<file path="config.mk">
export PLATFORM = sky130hd
export DESIGN_NAME = controller_sequencer
export DESIGN_NICKNAME = d
export VERILOG_FILES = /design/src/rtl/sap1_ctrl_pkg.sv /design/src/rtl/ring_counter.sv /design/src/rtl/controller_sequencer.sv
export SDC_FILE = /design/constraint.sdc
export NUM_CORES = 1
export LEC_CHECK = 0
export BUFFER_PORTS_ARGS = -buffer_cell sky130_fd_sc_hd__buf_2
export CORE_AREA = 2 2 39 41
export DETAILED_ROUTE_END_ITERATION = 8
export DIE_AREA = 0 0 41 43
export PLACE_DENSITY = 0.69
export REMOVE_ABC_BUFFERS = 1
export SYNTH_ARGS = -nofsm -noshare
export SYNTH_HDL_FRONTEND = slang
export SYNTH_SLANG_ARGS = --single-unit
</file>
<file path="constraint.sdc">
create_clock -name CLK_bar -period 1.2 [get_ports CLK_bar]
set_clock_uncertainty 0.2 [all_clocks]
set_input_delay 0.12 -clock CLK_bar [delete_from_list [all_inputs] [get_ports CLK_bar]]
set_output_delay 0.12 -clock CLK_bar [all_outputs]
set_load 0.02 [all_outputs]
</file>
<file path="src/rtl/sap1_ctrl_pkg.sv">
// Shared definitions for the SAP-1 controller/sequencer:
// opcodes, T-state indices and the control-word layout.
package sap1_ctrl_pkg;

    localparam logic [3:0] OP_LDA = 4'b0000;
    localparam logic [3:0] OP_ADD = 4'b0001;
    localparam logic [3:0] OP_SUB = 4'b0010;
    localparam logic [3:0] OP_OUT = 4'b1110;
    localparam logic [3:0] OP_HLT = 4'b1111;

    localparam int T1 = 0;
    localparam int T2 = 1;
    localparam int T3 = 2;
    localparam int T4 = 3;
    localparam int T5 = 4;
    localparam int T6 = 5;

    typedef struct packed {
        logic Cp;
        logic Ep;
        logic Lm_bar;
        logic CE_bar;
        logic Li_bar;
        logic Ei_bar;
        logic La_bar;
        logic Ea;
        logic Su;
        logic Eu;
        logic Lb_bar;
        logic Lo_bar;
    } ctrl_word_t;

    localparam ctrl_word_t CW_IDLE = '{
        Cp:     1'b0,
        Ep:     1'b0,
        Lm_bar: 1'b1,
        CE_bar: 1'b1,
        Li_bar: 1'b1,
        Ei_bar: 1'b1,
        La_bar: 1'b1,
        Ea:     1'b0,
        Su:     1'b0,
        Eu:     1'b0,
        Lb_bar: 1'b1,
        Lo_bar: 1'b1
    };

    typedef enum logic {
        MODE_RUN  = 1'b0,
        MODE_HALT = 1'b1
    } mode_t;

    // Number of W-bus drivers a control word enables at once.
    function automatic logic [2:0] bus_drivers(input ctrl_word_t cw);
        return 3'(cw.Ep) + 3'(!cw.CE_bar) + 3'(!cw.Ei_bar)
             + 3'(cw.Ea) + 3'(cw.Eu);
    endfunction

    function automatic logic op_known(input logic [3:0] op);
        return (op == OP_LDA) || (op == OP_ADD) || (op == OP_SUB)
            || (op == OP_OUT) || (op == OP_HLT);
    endfunction

endpackage

</file>
<file path="src/rtl/ring_counter.sv">
// One-hot T-state ring: rotates each edge, can hold in place
// or return early to the first state.
module ring_counter #(
    parameter int NUM_T = 6
) (
    input  logic             clk_i,
    input  logic             clr_i,
    input  logic             hold_i,
    input  logic             ret_i,
    output logic [NUM_T-1:0] state_o
);

    localparam logic [NUM_T-1:0] FIRST = NUM_T'(1);

    logic [NUM_T-1:0] state_q;
    logic [NUM_T-1:0] state_d;

    always_comb begin
        state_d = state_q;
        if (hold_i) begin
            state_d = state_q;
        end else if (ret_i) begin
            state_d = FIRST;
        end else begin
            state_d = {state_q[NUM_T-2:0], state_q[NUM_T-1]};
        end
    end

    always_ff @(posedge clk_i) begin
        if (clr_i) begin
            state_q <= FIRST;
        end else begin
            state_q <= state_d;
        end
    end

    assign state_o = state_q;

endmodule

</file>
<file path="src/rtl/controller_sequencer.sv">
// SAP-1 controller/sequencer: T-state ring plus microinstruction decoder.
// Build option SEQ_VARIABLE_CYCLE_EN skips trailing nop T-states.
module controller_sequencer
    import sap1_ctrl_pkg::*;
#(
    parameter int NUM_T = 6,
    parameter int OP_W  = 4
) (
    input  logic             CLK_bar,
    input  logic             CLR,
    input  logic [OP_W-1:0]  opcode,
    output logic             Cp,
    output logic             Ep,
    output logic             Lm_bar,
    output logic             CE_bar,
    output logic             Li_bar,
    output logic             Ei_bar,
    output logic             La_bar,
    output logic             Ea,
    output logic             Su,
    output logic             Eu,
    output logic             Lb_bar,
    output logic             Lo_bar,
    output logic             HLT,
    output logic [NUM_T-1:0] T_state
);

    mode_t            mode_q;
    logic [NUM_T-1:0] t;
    logic [3:0]       op;
    logic             halted;
    logic             halt_req;
    logic             hold;
    logic             ret;
    ctrl_word_t       cw;
    logic             hlt;

    assign op       = opcode[3:0];
    assign halted   = (mode_q == MODE_HALT);
    assign halt_req = !halted && t[T4] && (op == OP_HLT);
    assign hold     = halted || halt_req;

`ifdef SEQ_VARIABLE_CYCLE_EN
    // Unknown opcodes can only be recognised once the IR is valid in T4.
    assign ret = (t[T5] && (op == OP_LDA))
              || (t[T4] && (op == OP_OUT))
              || (t[T4] && !op_known(op));
`else
    assign ret = 1'b0;
`endif

    ring_counter #(
        .NUM_T (NUM_T)
    ) u_ring (
        .clk_i   (CLK_bar),
        .clr_i   (CLR),
        .hold_i  (hold),
        .ret_i   (ret),
        .state_o (t)
    );

    always_ff @(posedge CLK_bar) begin
        if (CLR) begin
            mode_q <= MODE_RUN;
        end else if (halt_req) begin
            mode_q <= MODE_HALT;
        end
    end

    always_comb begin
        cw  = CW_IDLE;
        hlt = 1'b0;
        if (halted) begin
            hlt = 1'b1;
        end else begin
            unique case (1'b1)
                t[T1]: begin
                    cw.Ep     = 1'b1;
                    cw.Lm_bar = 1'b0;
                end
                t[T2]: begin
                    cw.Cp = 1'b1;
                end
                t[T3]: begin
                    cw.CE_bar = 1'b0;
                    cw.Li_bar = 1'b0;
                end
                t[T4]: begin
                    case (op)
                        OP_LDA, OP_ADD, OP_SUB: begin
                            cw.Ei_bar = 1'b0;
                            cw.Lm_bar = 1'b0;
                        end
                        OP_OUT: begin
                            cw.Ea     = 1'b1;
                            cw.Lo_bar = 1'b0;
                        end
                        OP_HLT: hlt = 1'b1;
                        default: ;
                    endcase
                end
                t[T5]: begin
                    case (op)
                        OP_LDA: begin
                            cw.CE_bar = 1'b0;
                            cw.La_bar = 1'b0;
                        end
                        OP_ADD, OP_SUB: begin
                            cw.CE_bar = 1'b0;
                            cw.Lb_bar = 1'b0;
                        end
                        default: ;
                    endcase
                end
                t[T6]: begin
                    if ((op == OP_ADD) || (op == OP_SUB)) begin
                        cw.Eu     = 1'b1;
                        cw.La_bar = 1'b0;
                        cw.Su     = (op == OP_SUB);
                    end
                end
                default: ;
            endcase
        end
    end

    assert property (@(posedge CLK_bar) bus_drivers(cw) <= 3'd1);

    assign Cp      = cw.Cp;
    assign Ep      = cw.Ep;
    assign Lm_bar  = cw.Lm_bar;
    assign CE_bar  = cw.CE_bar;
    assign Li_bar  = cw.Li_bar;
    assign Ei_bar  = cw.Ei_bar;
    assign La_bar  = cw.La_bar;
    assign Ea      = cw.Ea;
    assign Su      = cw.Su;
    assign Eu      = cw.Eu;
    assign Lb_bar  = cw.Lb_bar;
    assign Lo_bar  = cw.Lo_bar;
    assign HLT     = hlt;
    assign T_state = t;

endmodule

</file>
# Word-level counts from Yosys, hierarchy flattened
# Index checks and enable logic that the tools add are counted.
[totals]
regBits = 7
output_inout_bits = 19
elab_cells = 36
[op_classes]
eq_ne = 4
mux = 22
n_reduce_logical = 8
[op_table]
columns = ["op", "count"]
rows = [
  ["2-to-1 mux 1 bit", 16],
  ["2-to-1 mux 12 bit", 1],
  ["equality test 4 bit (second input constant)", 2],
  ["case mux 1 bit (2 select lines)", 3],
  ["equality test 4 x 1 -> 1 bit (second input constant)", 1],
  ["equality test 4 x 2 -> 1 bit (second input constant)", 1],
  ["logical NOT 4 bit", 1],
  ["2-to-1 mux 2 bit", 2],
  ["OR reduction 3 bit", 1],
  ["logical AND 1 bit", 2],
  ["logical OR 1 bit", 2],
  ["OR reduction 2 bit", 1],
  ["logical NOT 1 bit", 1],
]

# Longest topological paths before layout
[logic_depth]
depth_word = 5
depth_mapped = 4
depth_no_buf = 3

# Cells and area by module
# Synthesis repeated with hierarchy kept, for this count alone.
[unflattened]
cells_unflattened = 57
area_unflattened_um2 = 452.9
[modules_own_cells]
columns = ["module", "n_inst", "cells_per_inst", "area_each_um2", "seq_area_each_um2"]
rows = [
  ["ring_counter", 1, 27, 235.2, 120.1],
  ["controller_sequencer", 1, 30, 217.7, 20.0],
]

# Worst setup path after synthesis
# No wires, ideal clock.
[synth_path]
path_kind = "reg-to-output"
start = "register u_ring.state_q[3], in the netlist u_ring.state_o[3]"
end = "output Lm_bar"
arrival_time_ps = 1165
required_ps = 880
slack_ps = -285
stages_incl_launch_ff = 4
path_buffers = 1
path_cell_list = "dfxtp_1 > buf_2 > mux2_2 > nand2_1"
[synth_via]
elab_chain_len = 2
[synth_lines]
columns = ["item", "line_no", "text"]
rows = [
  ["start: declaration", "ring_counter.sv:15", "logic [NUM_T-1:0] state_q;"],
  ["start signal: assignment", "ring_counter.sv:33", "state_q <= state_d;"],
  ["case mux 1 bit (2 select lines)", "controller_sequencer.sv:76", "unique case (1'b1)"],
  ["2-to-1 mux 12 bit", "controller_sequencer.sv:73", "if (halted) begin"],
  ["end: declaration", "controller_sequencer.sv:14", "output logic Lm_bar,"],
]
# Every way passes these cells.

# Final worst setup path
[layout_path]
start = "register mode_q, in the netlist halted"
end = "output Eu"
[layout_via]
elab_chain_len = 1
[layout_lines]
columns = ["item", "line_no", "text"]
rows = [
  ["start: declaration", "controller_sequencer.sv:28", "mode_t mode_q;"],
  ["start signal: assignment", "controller_sequencer.sv:64", "mode_q <= MODE_RUN;"],
  ["start signal: assignment", "controller_sequencer.sv:66", "mode_q <= MODE_HALT;"],
  ["2-to-1 mux 12 bit", "controller_sequencer.sv:73", ""],
  ["end: declaration", "controller_sequencer.sv:21", "output logic Eu,"],
]
# Every way passes these cells.

==> impl_metrics.py <==
metrics = {
    "floorplanning": {
        "die_area_um2": 1760,
        "die_w_um": 41,
        "die_h_um": 43,
        "core_um2": 1380,
        "start_util_pct": 35.3,
        "rows": 14,
        "io-pin-count": 25,
    },
    "logic_synthesis": {
        "synth_area_um2": 488,
        "syn-instance-count": 62,
        "ys_ff_latch": 7,
        "syn_avg_cell_area_um2": 7.87,
        "seq_area_frac_synth_pct": 28.7,
        "ys_types": 25,
        "ys_warn_count": 0,
    },
    "global_routing": {
        "overflow": 0,
        "antenna_found_initial": 0,
        "grt_max_degree": 10,
        "grt_pass1_wl_mm": 3.53,
        "grt_pass1_vias": 729,
        "grt_use_total_pct": 29.7,
    },
    "timing": {
        "relSlewSlack_pct": 68.2,
        "fin_ws_ns": -0.339,
        "rsz0062_at_grt": "true",
        "finalHoldViolations": 0,
        "min_period_over_period_pct": 128,
        "maxSlewViolCount": 0,
        "fin_crit_ns": 1.54,
        "setup_viol": 20,
        "tightest_slew_ns": 0.474,
        "setup_tns_ns": -3.88,
        "fmax_mhz": 650,
    },
    "run_status": {
        "status": "finished, violations left",
        "violations": "negative setup slack",
    },
    "worst_setup_path": {
        "critPathRequiredTime_ns": 0.88,
        "critPathArrivalTime_ns": 1.22,
        "reg2reg_depth": 5,
        "path_cells": "nor3_4 > and3_1 > buf_6",
        "path_class": "flip-flop to primary output",
        "crit_path_max_fanout": 4,
        "slowest_delay_ns": 0.37,
        "end_kind": "primary output",
        "crit_slowest_cell": "dfxtp_4",
        "r2r_slack_ns": -0.19,
        "worstSetupStartpointType": "flip-flop",
    },
    "clock_network": {
        "cts_sinks": 7,
        "cts_root_buf": "clkbuf_4",
        "clk_pin_slew_ns": 0.05,
        "cts_tree": "yes",
        "clk_path_buf_depth": 2,
        "insertion_delay_ns": 0.26,
        "ctsHtreeMaxLevel": 1,
        "cts_buffers": 3,
    },
    "pwr": {
        "leakagePower_nw": 0.519,
        "ir_drop_mv": 0.585,
        "switching_share_pct": 35.9,
        "clkPwrFrac_pct": 22.8,
        "power_density_nw_per_um2": 850,
        "p_int_w": 0.000629,
        "switchingPower_w": 0.000352,
        "power_frac_comb_pct": 48.1,
        "p_seq_share_pct": 29.0,
    },
    "final_layout": {
        "final_cells": 130,
        "drive_above_1_share_pct": 72.8,
        "antennaDiodeCount": 0,
        "nets": 121,
        "post-route-util_pct": 83.4,
        "area_growth_pct": 136,
    },
    "route": {
        "drc_errors": 0,
        "wire_per_inst_um": 19.5,
        "wl_mm": 2.53,
        "route.antenna.remaining_nets": 0,
        "vias": 778,
        "via_per_inst": 5.98,
        "dr.pass1.iters": 4,
        "drt_iter0_markers": 22,
    },
    "hold_path": {
        "hp-class": "primary input to flip-flop",
        "min_path_cells": 2,
    },
    "place": {
        "io_buffers": 24,
        "place.gp.congestion": 0.744,
        "place_inst": 112,
        "dp.final_hpwl_mm": 1.09,
    },
    "flow_run": {
        "maxCapViolations": 0,
    },
}
==> stage by stage <==
stage,worst slack [ns],power (W),instance area [um2],hold slack (ns)
CTS,-0.308,0.000905,1060,0.00416
global placement,-0.144,0.000549,708,0.199
detailed placement,-0.202,0.000552,708,0.212
finish,-0.339,0.000981,1150,0.0322
global route,-0.402,0.00103,1150,0.0352
floorplan,-0.290,0.000425,470,-0.0109
==> registers in the layout (all words and copies together) (netlist names) <==
signal,flops
halted,1
u_ring.state_o,6
==> layout by cell type, fill, tap and decap left out, types with 3 or more instances in the layout <==
cell type,n
nand2_1,3
buf_4,13
buf_6,27
buf_2,8
inv_2,3
o311ai_1,3
dfxtp_4,3
clkbuf_4,3
a31oi_1,4
dfxtp_2,4
nand2_2,4
nand3_1,3
==> layer usage <==
layer	part of all wire (%)	GRT usage [%]	up-vias
met5	0	0	-
li1	-	-	341
met4	2.9	10.0	0
met1	40	38.7	375
met2	48	45.6	54
met3	8.8	7.33	8
==> cell type report <==
cell class                      count  area (um2)
Fill cell                          72         230
Timing Repair Buffer               51         499
Clock buffer                        4        26.3
Sequential cell                     7         156
Multi-Input combinational cell     46         425
Tap cell                           16        20.0
Inverter                            6        26.3
==> cells by family (layout without fill, tap and decap cells) <==
logic type	Yosys count	after routing	share of synthesized area, %
AND/OR/NAND/NOR	29	29	35.4
AO/OA/AOI/OAI	14	14	21.3
buffers and inverters	9	61	8.21
flip-flops	7	7	28.7
multiplexers	2	2	4.62
XOR/XNOR	1	1	1.80
==> what timing repair did <==
item / CTS / global route
setup endpoints to repair: 20 / 25
cloned: 2 / 0
pin swaps: 14 / 4
buffers inserted: 6 / 6
hold buffers: 1 / 0
hold endpoints to repair: 1 / 0
resized for setup: 66 / 18
==> worst max-delay path: cells and delay by family (launching register included) <==
family | cells | cell delay, ns
DFF | 1 | 0.37
buffers and inverters | 1 | 0.13
and+or+nand+nor | 2 | 0.47
==> synthesized netlist by cell type <==
| master | number | area [um2] |
|---|---|---|
| a211oi_1 | 1 | 7.51 |
| a21oi_1 | 1 | 5.00 |
| a21oi_2 | 1 | 8.76 |
| a31oi_1 | 4 | 25.0 |
| and3_1 | 2 | 12.5 |
| and4_1 | 2 | 17.5 |
| buf_2 | 2 | 10.0 |
| buf_4 | 1 | 7.51 |
| dfxtp_1 | 7 | 140 |
| inv_1 | 6 | 22.5 |
| mux2_2 | 2 | 22.5 |
| nand2_1 | 7 | 26.3 |
| nand2b_1 | 1 | 6.26 |
| nand3_1 | 3 | 15.0 |
| nand4_1 | 2 | 12.5 |
| nand4_2 | 1 | 12.5 |
| nor2_1 | 3 | 11.3 |
| nor2b_1 | 3 | 18.8 |
| nor3_1 | 1 | 5.00 |
| nor4b_1 | 4 | 35.0 |
| o211ai_1 | 2 | 15.0 |
| o21ai_1 | 1 | 5.00 |
| o221a_1 | 1 | 11.3 |
| o311ai_1 | 3 | 26.3 |
| xor2_1 | 1 | 8.76 |
==> power by group through the flow <==
stage	sequential (W)	clock (W)	combinational, W
global route	0.000287	0.000245	0.000496
finish	0.000285	0.000224	0.000472
floorplan	0.000311	0	0.000114
global placement	0.000278	0	0.000271
CTS	0.000279	0.000219	0.000407
detailed placement	0.000278	0	0.000275
==> final timing paths <==
check / start / endpoint
max reg2reg: halted$_SDFFE_PP0P_ / u_ring.state_o[2]$_SDFFE_PP0N_
min: CLR / halted$_SDFFE_PP0P_
min reg2reg: u_ring.state_o[0]$_SDFFE_PP1N_ / u_ring.state_o[0]$_SDFFE_PP1N_
max: halted$_SDFFE_PP0P_ / Eu
(Power assumes the default switching activity.)
